[src/rtl/led_matrix_scan_pkg.sv]
// Shared definitions for the front-panel LED matrix scanner: mode encodings,
// default geometry, and width/dark-output helpers.
package led_matrix_scan_pkg;

   typedef enum logic [1:0] {
      MODE_OFF   = 2'b00,
      MODE_ON    = 2'b01,
      MODE_BLINK = 2'b10,
      MODE_ACT   = 2'b11
   } led_mode_e;

   localparam int unsigned NX_DEF           = 4;
   localparam int unsigned NY_DEF           = 3;
   localparam int unsigned SLOTS_DEF        = 16;
   localparam int unsigned DWELL_BITS_DEF   = 16;
   localparam int unsigned BLANK_CYCLES_DEF = 64;
   localparam int unsigned BLINK_BITS_DEF   = 25;
   localparam int unsigned ACT_FRAMES_DEF   = 4;

   function automatic int unsigned clog2_min1(input int unsigned n);
      return (n <= 1) ? 1 : $clog2(n);
   endfunction

   // NLED: number of LEDs in an NX x NY matrix
   function automatic int unsigned nled(input int unsigned nx, input int unsigned ny);
      return nx * ny;
   endfunction

   // SLOT_W: slot counter width
   function automatic int unsigned slot_w(input int unsigned slots);
      return clog2_min1(slots);
   endfunction

   // ACT_W: activity counter width, must hold 0..frames
   function automatic int unsigned act_w(input int unsigned frames);
      return clog2_min1(frames + 1);
   endfunction

   // Row lines are active-low, so dark is all ones on the low ny bits
   function automatic logic [31:0] dark_rows(input int unsigned ny);
      return (ny >= 32) ? '1 : ((32'd1 << ny) - 32'd1);
   endfunction

endpackage

[src/rtl/led_act_stretch.sv]
// Per-LED activity stretcher: a pulse loads ACT_FRAMES, each frame end
// counts down, and idle_c reports when the count has run out.
module led_act_stretch
   import led_matrix_scan_pkg::*;
#(
   parameter int unsigned ACT_FRAMES = ACT_FRAMES_DEF,
   parameter int unsigned ACT_W      = act_w(ACT_FRAMES_DEF)
) (
   input  logic clk125m,
   input  logic rst_n,
   input  logic act,
   input  logic frame_end,
   output logic idle_c
);

   logic [ACT_W-1:0] cnt;

   // A new pulse always wins over the frame-end decrement
   always_ff @(posedge clk125m) begin
      if (!rst_n) begin
         cnt <= '0;
      end else if (act) begin
         cnt <= ACT_W'(ACT_FRAMES);
      end else if (frame_end && (cnt != '0)) begin
         cnt <= cnt - ACT_W'(1);
      end
   end

   assign idle_c = (cnt == '0);

endmodule

[src/rtl/led_matrix_scan.sv]
// Time-multiplexed LED matrix scanner with blanking guard, blink and
// activity-stretched modes; one LED (at most) is driven per scan slot.
module led_matrix_scan
   import led_matrix_scan_pkg::*;
#(
   parameter int unsigned NX           = NX_DEF,
   parameter int unsigned NY           = NY_DEF,
   parameter int unsigned SLOTS        = SLOTS_DEF,
   parameter int unsigned DWELL_BITS   = DWELL_BITS_DEF,
   parameter int unsigned BLANK_CYCLES = BLANK_CYCLES_DEF,
   parameter int unsigned BLINK_BITS   = BLINK_BITS_DEF,
   parameter int unsigned ACT_FRAMES   = ACT_FRAMES_DEF
) (
   input  logic                 clk125m,
   input  logic                 rst_n,
   input  logic                 enable,
   input  logic [2*NX*NY-1:0]   led_mode,
   input  logic [NX*NY-1:0]     led_act,
   output logic [NX-1:0]        scan_x,
   output logic [NY-1:0]        scan_y
);

   localparam int unsigned NUM_LED   = nled(NX, NY);
   localparam int unsigned SLOT_BITS = slot_w(SLOTS);
   localparam int unsigned ACT_BITS  = act_w(ACT_FRAMES);
   localparam logic [NY-1:0] ROW_DARK = NY'(dark_rows(NY));

   logic [DWELL_BITS-1:0] dwell;
   logic [SLOT_BITS-1:0]  slot;
   logic [BLINK_BITS-1:0] blink_cnt;

   led_mode_e mode_q;
   logic      blink_q;
   logic      idle_q;

   logic [NUM_LED-1:0] act_idle_c;
   logic               dwell_wrap_c;
   logic               frame_end_c;
   logic               slot_live_c;
   led_mode_e          sel_mode_c;
   logic               sel_idle_c;
   logic [NX-1:0]      col_c;
   logic [NY-1:0]      row_c;
   led_mode_e          cur_mode_c;
   logic               cur_blink_c;
   logic               cur_idle_c;
   logic               lit_c;
   logic               show_c;

   assign dwell_wrap_c = (dwell == '1);
   assign frame_end_c  = enable && dwell_wrap_c && (slot == SLOT_BITS'(SLOTS - 1));

   // Scan counters; disable parks the scan at slot 0, dwell 0
   always_ff @(posedge clk125m) begin
      if (!rst_n) begin
         dwell     <= '0;
         slot      <= '0;
         blink_cnt <= '0;
      end else begin
         blink_cnt <= blink_cnt + BLINK_BITS'(1);
         if (!enable) begin
            dwell <= '0;
            slot  <= '0;
         end else begin
            dwell <= dwell + DWELL_BITS'(1);
            if (dwell_wrap_c) begin
               slot <= (slot == SLOT_BITS'(SLOTS - 1)) ? '0 : slot + SLOT_BITS'(1);
            end
         end
      end
   end

   // Decode the addressed LED: x varies fastest, slots past the matrix stay dark
   always_comb begin
      slot_live_c = 1'b0;
      sel_mode_c  = MODE_OFF;
      sel_idle_c  = 1'b1;
      col_c       = '0;
      row_c       = ROW_DARK;
      for (int unsigned i = 0; i < NUM_LED; i++) begin
         if (slot == SLOT_BITS'(i)) begin
            slot_live_c = 1'b1;
            sel_mode_c  = led_mode_e'(led_mode[2*i +: 2]);
            sel_idle_c  = act_idle_c[i];
            col_c       = NX'(1) << (i % NX);
            row_c       = ~(NY'(1) << (i / NX));
         end
      end
   end

   // Slot-start snapshot of mode, blink phase and activity state
   always_ff @(posedge clk125m) begin
      if (!rst_n) begin
         mode_q  <= MODE_OFF;
         blink_q <= 1'b0;
         idle_q  <= 1'b0;
      end else if (dwell == '0) begin
         mode_q  <= sel_mode_c;
         blink_q <= blink_cnt[BLINK_BITS-1];
         idle_q  <= sel_idle_c;
      end
   end

   always_comb begin
      cur_mode_c  = mode_q;
      cur_blink_c = blink_q;
      cur_idle_c  = idle_q;
      if (dwell == '0) begin
         cur_mode_c  = sel_mode_c;
         cur_blink_c = blink_cnt[BLINK_BITS-1];
         cur_idle_c  = sel_idle_c;
      end
      unique case (cur_mode_c)
         MODE_OFF:   lit_c = 1'b0;
         MODE_ON:    lit_c = 1'b1;
         MODE_BLINK: lit_c = cur_blink_c;
         MODE_ACT:   lit_c = cur_idle_c;
      endcase
      show_c = enable && slot_live_c && (dwell >= DWELL_BITS'(BLANK_CYCLES)) && lit_c;
   end

   // Column and row registers always update together
   always_ff @(posedge clk125m) begin
      if (!rst_n) begin
         scan_x <= '0;
         scan_y <= ROW_DARK;
      end else if (show_c) begin
         scan_x <= col_c;
         scan_y <= row_c;
      end else begin
         scan_x <= '0;
         scan_y <= ROW_DARK;
      end
   end

   for (genvar i = 0; i < NUM_LED; i++) begin : g_act
      led_act_stretch #(
         .ACT_FRAMES (ACT_FRAMES),
         .ACT_W      (ACT_BITS)
      ) u_act (
         .clk125m   (clk125m),
         .rst_n     (rst_n),
         .act       (led_act[i]),
         .frame_end (frame_end_c),
         .idle_c    (act_idle_c[i])
      );
   end

endmodule

[config.mk]
export PLATFORM = sky130hd
export DESIGN_NAME = led_matrix_scan
export DESIGN_NICKNAME = d
export VERILOG_FILES = /design/src/rtl/led_matrix_scan_pkg.sv /design/src/rtl/led_act_stretch.sv /design/src/rtl/led_matrix_scan.sv
export SDC_FILE = /design/constraint.sdc
export NUM_CORES = 1
export LEC_CHECK = 0
export BUFFER_PORTS_ARGS = -buffer_cell sky130_fd_sc_hd__buf_2
export CORE_ASPECT_RATIO = 0.7
export CORE_MARGIN = 1
export CORE_UTILIZATION = 30
export CTS_BUF_LIST = sky130_fd_sc_hd__clkbuf_16
export CTS_CLUSTER_SIZE = 16
export DETAILED_ROUTE_END_ITERATION = 8
export GPL_ROUTABILITY_DRIVEN = 0
export GPL_TIMING_DRIVEN = 0
export PLACE_DENSITY = 0.44
export SLEW_MARGIN = 20
export SYNTH_ARGS = -nofsm -noshare
export SYNTH_HDL_FRONTEND = slang
export SYNTH_SLANG_ARGS = --single-unit
[constraint.sdc]
create_clock -name clk125m -period 2.1 [get_ports clk125m]
set_input_delay 0.21 -clock clk125m [delete_from_list [all_inputs] [get_ports clk125m]]
set_output_delay 0.21 -clock clk125m [all_outputs]
set_load 0.005 [all_outputs]
Word level (Yosys, flattened, before mapping)
Cells that the tools add are included.
- bits in registers: 92
- bits of input ports: 39
- word-level logic and storage cells: 235
- add/subtract/negate cells: 15
- order comparisons: 1
- equality and inequality tests: 16
- muxes and demuxes: 89
- bitwise operators: 2
- reductions and logical operators: 75
- operator list (kind ; number):
    two-way mux 3 bit ; 35
    two-way mux 4 bit ; 12
    zero test 3 bit ; 12
    nonzero test 3 bit ; 12
    subtractor 3 x 1 -> 3 bit (second input constant) ; 12
    two-way mux 1 bit ; 28
    two-way mux 2 bit ; 13
    adder 25 x 1 -> 25 bit (second input constant) ; 1
    nonzero test 2 bit ; 12
    OR reduction 2 bit ; 12
    equality test 4 bit (second input constant) ; 5
    logical AND 1 bit ; 17
    adder 16 x 1 -> 16 bit (second input constant) ; 1
    equality test 16 bit (second input constant) ; 1
    equality test 4 x 3 -> 1 bit (second input constant) ; 4
    greater-or-equal comparator 16 x 7 -> 1 bit (second input constant) ; 1
    zero test 16 bit ; 1
    OR reduction 10 bit ; 1
    equality test 4 x 2 -> 1 bit (second input constant) ; 2
    OR reduction 6 bit ; 1
    OR reduction 5 bit ; 1
    adder 4 x 1 -> 4 bit (second input constant) ; 1
    equality test 2 bit (second input constant) ; 2
    equality test 4 x 1 -> 1 bit (second input constant) ; 1
    8 further kinds ; 10

Depth between registers and ports, before layout
- word-level depth: 19
- mapped depth: 11
- mapped depth without buffers: 10

By module
Synthesis repeated with hierarchy kept, for this count alone.
- cell total of the unflattened synthesis: 608
- area, all modules: 5242.5 um2
- by module, submodules not included (module ; instances ; cells each ; area each (um2) ; seq. area each (um2)):
    led_matrix_scan ; 1 ; 380 ; 3140.5 ; 1121.1
    led_act_stretch ; 12 ; 19 ; 175.2 ; 60.1

Least setup slack after synthesis
OpenSTA, ideal clock, no wires.
- path kind: reg-to-reg
- from: register slot[0]
- to: register scan_y[0]
- arrival: 2.158 ns
- required time: 1.974 ns
- path slack: -0.183 ns
- cell stages (with the launch flop): 11
- period minus slack after synthesis: 2.283 ns
- cell sequence: dfxtp_1 > inv_1 > ha_1 > buf_2 > nor3b_1 > a2111oi_1 > a2111oi_0 > a211oi_1 > o21ai_2 > nor4b_1 > nand2_1
- word-level cells in the longest chain between the ends: 19
- elaborated cells on any way between the ends: 64
- classes of those cells: eq/ne (14); mux (43); bitwise (1); reduce/logical (6)
- RTL lines (item ; RTL line ; text):
    start: declaration ; led_matrix_scan.sv:29 ; logic [SLOT_BITS-1:0] slot;
    start signal: assignment ; led_matrix_scan.sv:67 ; slot <= (slot == SLOT_BITS'(SLOTS - 1)) ? '0 : slot + SLOT_BITS'(1);
    zero test 4 bit ; led_matrix_scan.sv:81 ; if (slot == SLOT_BITS'(i)) begin
    two-way mux 2 bit (12 in a row) ; led_matrix_scan.sv:81 ;
    two-way mux 2 bit ; -- ;
    equality test 2 bit, or another cell as far along ; led_matrix_scan.sv:113 ; unique case (cur_mode_c)
    one-hot mux 1 bit (4 select lines) ; led_matrix_scan.sv:113 ;
    logical AND 1 bit ; led_matrix_scan.sv:119 ; show_c = enable && slot_live_c && (dwell >= DWELL_BITS'(BLANK_CYCLES)) && lit_c;
    inverter 1 bit (no source line) ; -- ;
    OR reduction 10 bit (no source line) ; -- ;
    end signal: assignment ; led_matrix_scan.sv:129 ; scan_y <= row_c;
    end: declaration ; led_matrix_scan.sv:20 ; output logic [NY-1:0] scan_y
Several ways; a longest one is shown, not always the timed one.
A chain may end at the register's enable or synchronous reset.

Worst setup path after layout
- from: register slot[0]
- to: register scan_x[2]
- word-level cells in the longest chain between the ends: 19
- elaborated cells on any way between the ends: 69
- classes of those cells: eq/ne (14); mux (48); bitwise (1); reduce/logical (6)
- RTL lines (item ; RTL line ; text):
    zero test 4 bit ; led_matrix_scan.sv:81 ;
    two-way mux 2 bit (12 in a row) ; led_matrix_scan.sv:81 ;
    two-way mux 2 bit ; -- ;
    equality test 2 bit, or another cell as far along ; led_matrix_scan.sv:113 ;
    one-hot mux 1 bit (4 select lines) ; led_matrix_scan.sv:113 ;
    logical AND 1 bit ; led_matrix_scan.sv:119 ;
    inverter 1 bit (no source line) ; -- ;
    OR reduction 3 bit (no source line) ; -- ;
    end signal: assignment ; led_matrix_scan.sv:128 ; scan_x <= col_c;
    end: declaration ; led_matrix_scan.sv:19 ; output logic [NX-1:0] scan_x,
Several ways; a longest one is shown, not always the timed one.

==> summary.txt <==
Synthesis
  – Cell taking the most area after synthesis: dfxtp_1
  – Post-Synthesis Cells: 574
  – #FFs+latches synth: 92
  – Mapped Nets: 644
  – Post-synth ARST share: 0%
  – Top cells by area, synth: dfxtp_1 37%, ha_1 7.8%, xnor2_1 4.9%, nor2_1 3.7%, inv_1 3.5%
  – Avg Inst Size Synth: 8.70 um^2
  – Primary FF master, synth: dfxtp_1
  – Sequential area share after synthesis: 36.9%
  – Yosys cell types: 63
  – Yosys warns: 0
  – Netlist Area Pre-Place: 0.00499 mm^2
  – EDFF count, synth: 0
  – Synth top area share: 36.9%

Cells and area
  – # fillers: 1598
  – Fin nets: 736
  – Finished Core Util: 41.3%
  – Most common cell after layout, fill and taps aside: dfxtp_1
  – Highest-count cells in the layout ignoring fill and taps: 83 x dfxtp_1, 46 x buf_2, 44 x inv_1
  – Diode count: 0
  – Area grow syn2layout: 34.8%
  – Fraction of layout cells with a size suffix above 1: 29.4%

Clock tree
  – Root buf cell: clkbuf_16
  – Clock Pin Slew Worst Setup and Hold Paths: 0.07 ns
  – Total CTS buffers: 9
  – Clock sink count: 92
  – Clk buf depth: 2
  – Worst skew pair latency: 0.35 ns
  – H-tree depth: 3
  – CTS tree: yes
  – Hold_buf cts: 0

GRT
  – Pin count of the biggest net entering global routing: 17
  – First-pass GRT wire length: 21.2 mm
  – Initial antenna violation count: 0
  – Vias in the first global route: 4207
  – GRT Resource Usage Total: 16.2%
  – Grt ovf: 0

Critical path
  – Arrival time at the worst endpoint: 2.61 ns
  – Crit start category: flip-flop
  – Critical-path top delay cell: dfxtp_4
  – CP Max Fanout: 5
  – CP peak stage delay: 0.38 ns
  – Crit Path Category: flip-flop to flip-flop
  – Most frequent cell on the critical path: buf_12
  – CP Capture Type: flip-flop
  – Crit path required time: 2.35 ns
  – Critical-path cell list: buf_12 -> ha_4 -> buf_4 -> nand3b_1 -> nor4_2 -> a31oi_1 -> a211oi_2 -> o21ai_4 -> buf_12 -> nor4_4

STA
  – Worst-Margin Slew: 0.631 ns
  – Fmax: 0.422 GHz
  – Worst setup skew after layout: 0.00947 ns
  – Slew headroom: 57.5%
  – Final WS setup: -0.268 ns
  – Final period util: 113%
  – Slew Limit Fails: 0
  – RSZ-0062 raised after global routing: yes
  – Final setup fails: 8
  – Post-route minimum period: 2.37 ns
  – Hold Violations, Final: 0

Route
  – Vias per cell: 4.79
  – ANT nets after route: 0
  – 1st-iter DRT viols: 212
  – Final WL: 13.1 mm
  – Avg WL per Cell: 14.6 um
  – DRC violations left: 0
  – Drt first pass iters: 4
  – Via Count: 4294

Floorplanning
  – Die footprint: 0.0172 mm^2
  – I/O pin cnt: 46
  – Row count: 39
  – Die width: 156 um
  – Starting density of the core: 30.6%
  – Core ar.: 0.0163 mm^2
  – Die H: 110 um

Power
  – Logic gate share of total power: 6.9%
  – Sequential share of power: 48.2%
  – Clock network power share: 44.9%
  – Peak supply drop: 0.462 mV
  – Pwr dens: 550 mW/mm^2
  – Power, Total: 3.70 mW
  – Leakage: 2.46 nW
  – Int Pwr: 2.81 mW
  – Switching power: 0.888 mW
  – Net Sw Frac: 24.0%

Job
  – Max Cap Viol: 0

Worst hold path
  – Worst Hold Class: primary input to flip-flop

Place
  – DP Wirelength: 9.12 mm
  – Input/output buffers: 45

Outcome
  – Status: complete, but fails checks
  – Failing checks: negative setup slack
-- synthesized netlist by cell type (all sizes together), types with 2 or more instances --
cell / count
a2111oi: 3
a211o: 2
a211oi: 14
a21boi: 5
a21oi: 26
a221oi: 2
a31oi: 5
and2: 28
and3: 8
and4: 3
buf: 9
clkbuf: 12
dfxtp: 92
ha: 31
inv: 46
mux2i: 6
nand2: 43
nand2b: 17
nand3: 15
nand3b: 4
nand4: 12
nor2: 53
nor2b: 15
nor3: 12
nor3b: 2
nor4: 11
nor4b: 2
o211a: 2
o211ai: 3
o21a: 3
o21ai: 12
o22ai: 3
o31a: 9
or3: 7
xnor2: 28
xor2: 14
-- worst max-delay path: cells and delay by family, from the launching register on --
| kind | cells | cell delay, ns |
|---|---|---|
| AOI/OAI and AO/OA | 3 | 0.55 |
| and+or+nand+nor | 3 | 0.74 |
| buffers and inverters | 3 | 0.43 |
| DFF | 1 | 0.38 |
| adders and majority gates | 1 | 0.16 |
-- repair_timing --
item	in CTS	in global routing
buffers inserted	21	15
cloned	4	0
resized for setup	74	42
pin swaps	45	13
endpoints found under the setup margin	46	50
-- layout make-up --
class	count	area, um^2	share of cell area [%]
Inverter	46	179	2.66
Clock inverter	7	72.6	1.08
Timing Repair Buffer	84	603	8.96
Multi-Input combinational cell	415	3330	49.5
Clock buffer	9	225	3.35
Sequential cell	92	1870	27.7
Tap cell	225	282	4.18
Buffer	18	174	2.58
-- stage by stage --
stage / setup TNS [ns] / hold slack, ns / instance area [um^2] / setup slack, ns / std cells
final: -1.66 / 0.0713 / 6730 / -0.268 / 896
after CTS: -2.28 / 0.0608 / 6450 / -0.213 / 885
after global placement: -11.05 / 0.426 / 5600 / -0.667 / 844
after detailed placement: -12.54 / 0.433 / 5600 / -0.670 / 844
after global routing: -2.60 / 0.0723 / 6730 / -0.404 / 896
after floorplan: -0.00444 / 0.334 / 5100 / -0.00444 / 574
-- power groups by stage --
| stage | registers [mW] | logic, mW | clock network, mW |
|---|---|---|---|
| 2_1_floorplan | 1.82 | 0.121 | 0 |
| 3_3_place_gp | 1.83 | 0.205 | 0 |
| 3_5_place_dp | 1.83 | 0.209 | 0 |
| 4_1_cts | 1.78 | 0.240 | 1.72 |
| 5_1_grt | 1.79 | 0.281 | 1.80 |
| 6_report | 1.78 | 0.255 | 1.66 |
-- cells by family (layout without fill, tap and decap cells) --
group	Yosys count	in the layout	synth area share, %
multiplexers	7	7	1.43
XOR/XNOR	42	42	7.36
flip-flops	92	92	36.9
AND/OR/NAND/NOR	236	236	26.1
AO/OA/AOI/OAI	99	99	14.9
adder cells (fa/ha/maj)	31	31	7.77
buffers and inverters	67	164	5.54
-- sequential cells by signal, indices dropped and copies added, names as in the netlist --
name and cells:
blink_cnt 25, scan_x 4, slot 4, scan_y 3, dwell 16, idle_q 1
g_act.u_act.cnt 36, blink_q 1, mode_q 2
-- metal layers --
metal	track usage (%)	share of wire [%]
met1	21.6	49
met2	25.8	45
met3	4.10	4.1
met4	4.83	1.4
met5	0	0
-- path summary, 6_finish.rpt --
| check | from | endpoint | slack (ns) | depth (start not counted) |
|---|---|---|---|---|
| hold / removal | led_act[3] | g_act[3].u_act.cnt[2] | 0.07 | 2 |
| setup reg to reg | slot[0] | scan_x[2] | -0.27 | 10 |
| hold reg to reg | blink_cnt[0] | blink_cnt[0] | 0.45 | 1 |
| setup / recovery | slot[0] | scan_x[2] | -0.27 | 10 |
Note: power is estimated with default switching activity, not from simulation.
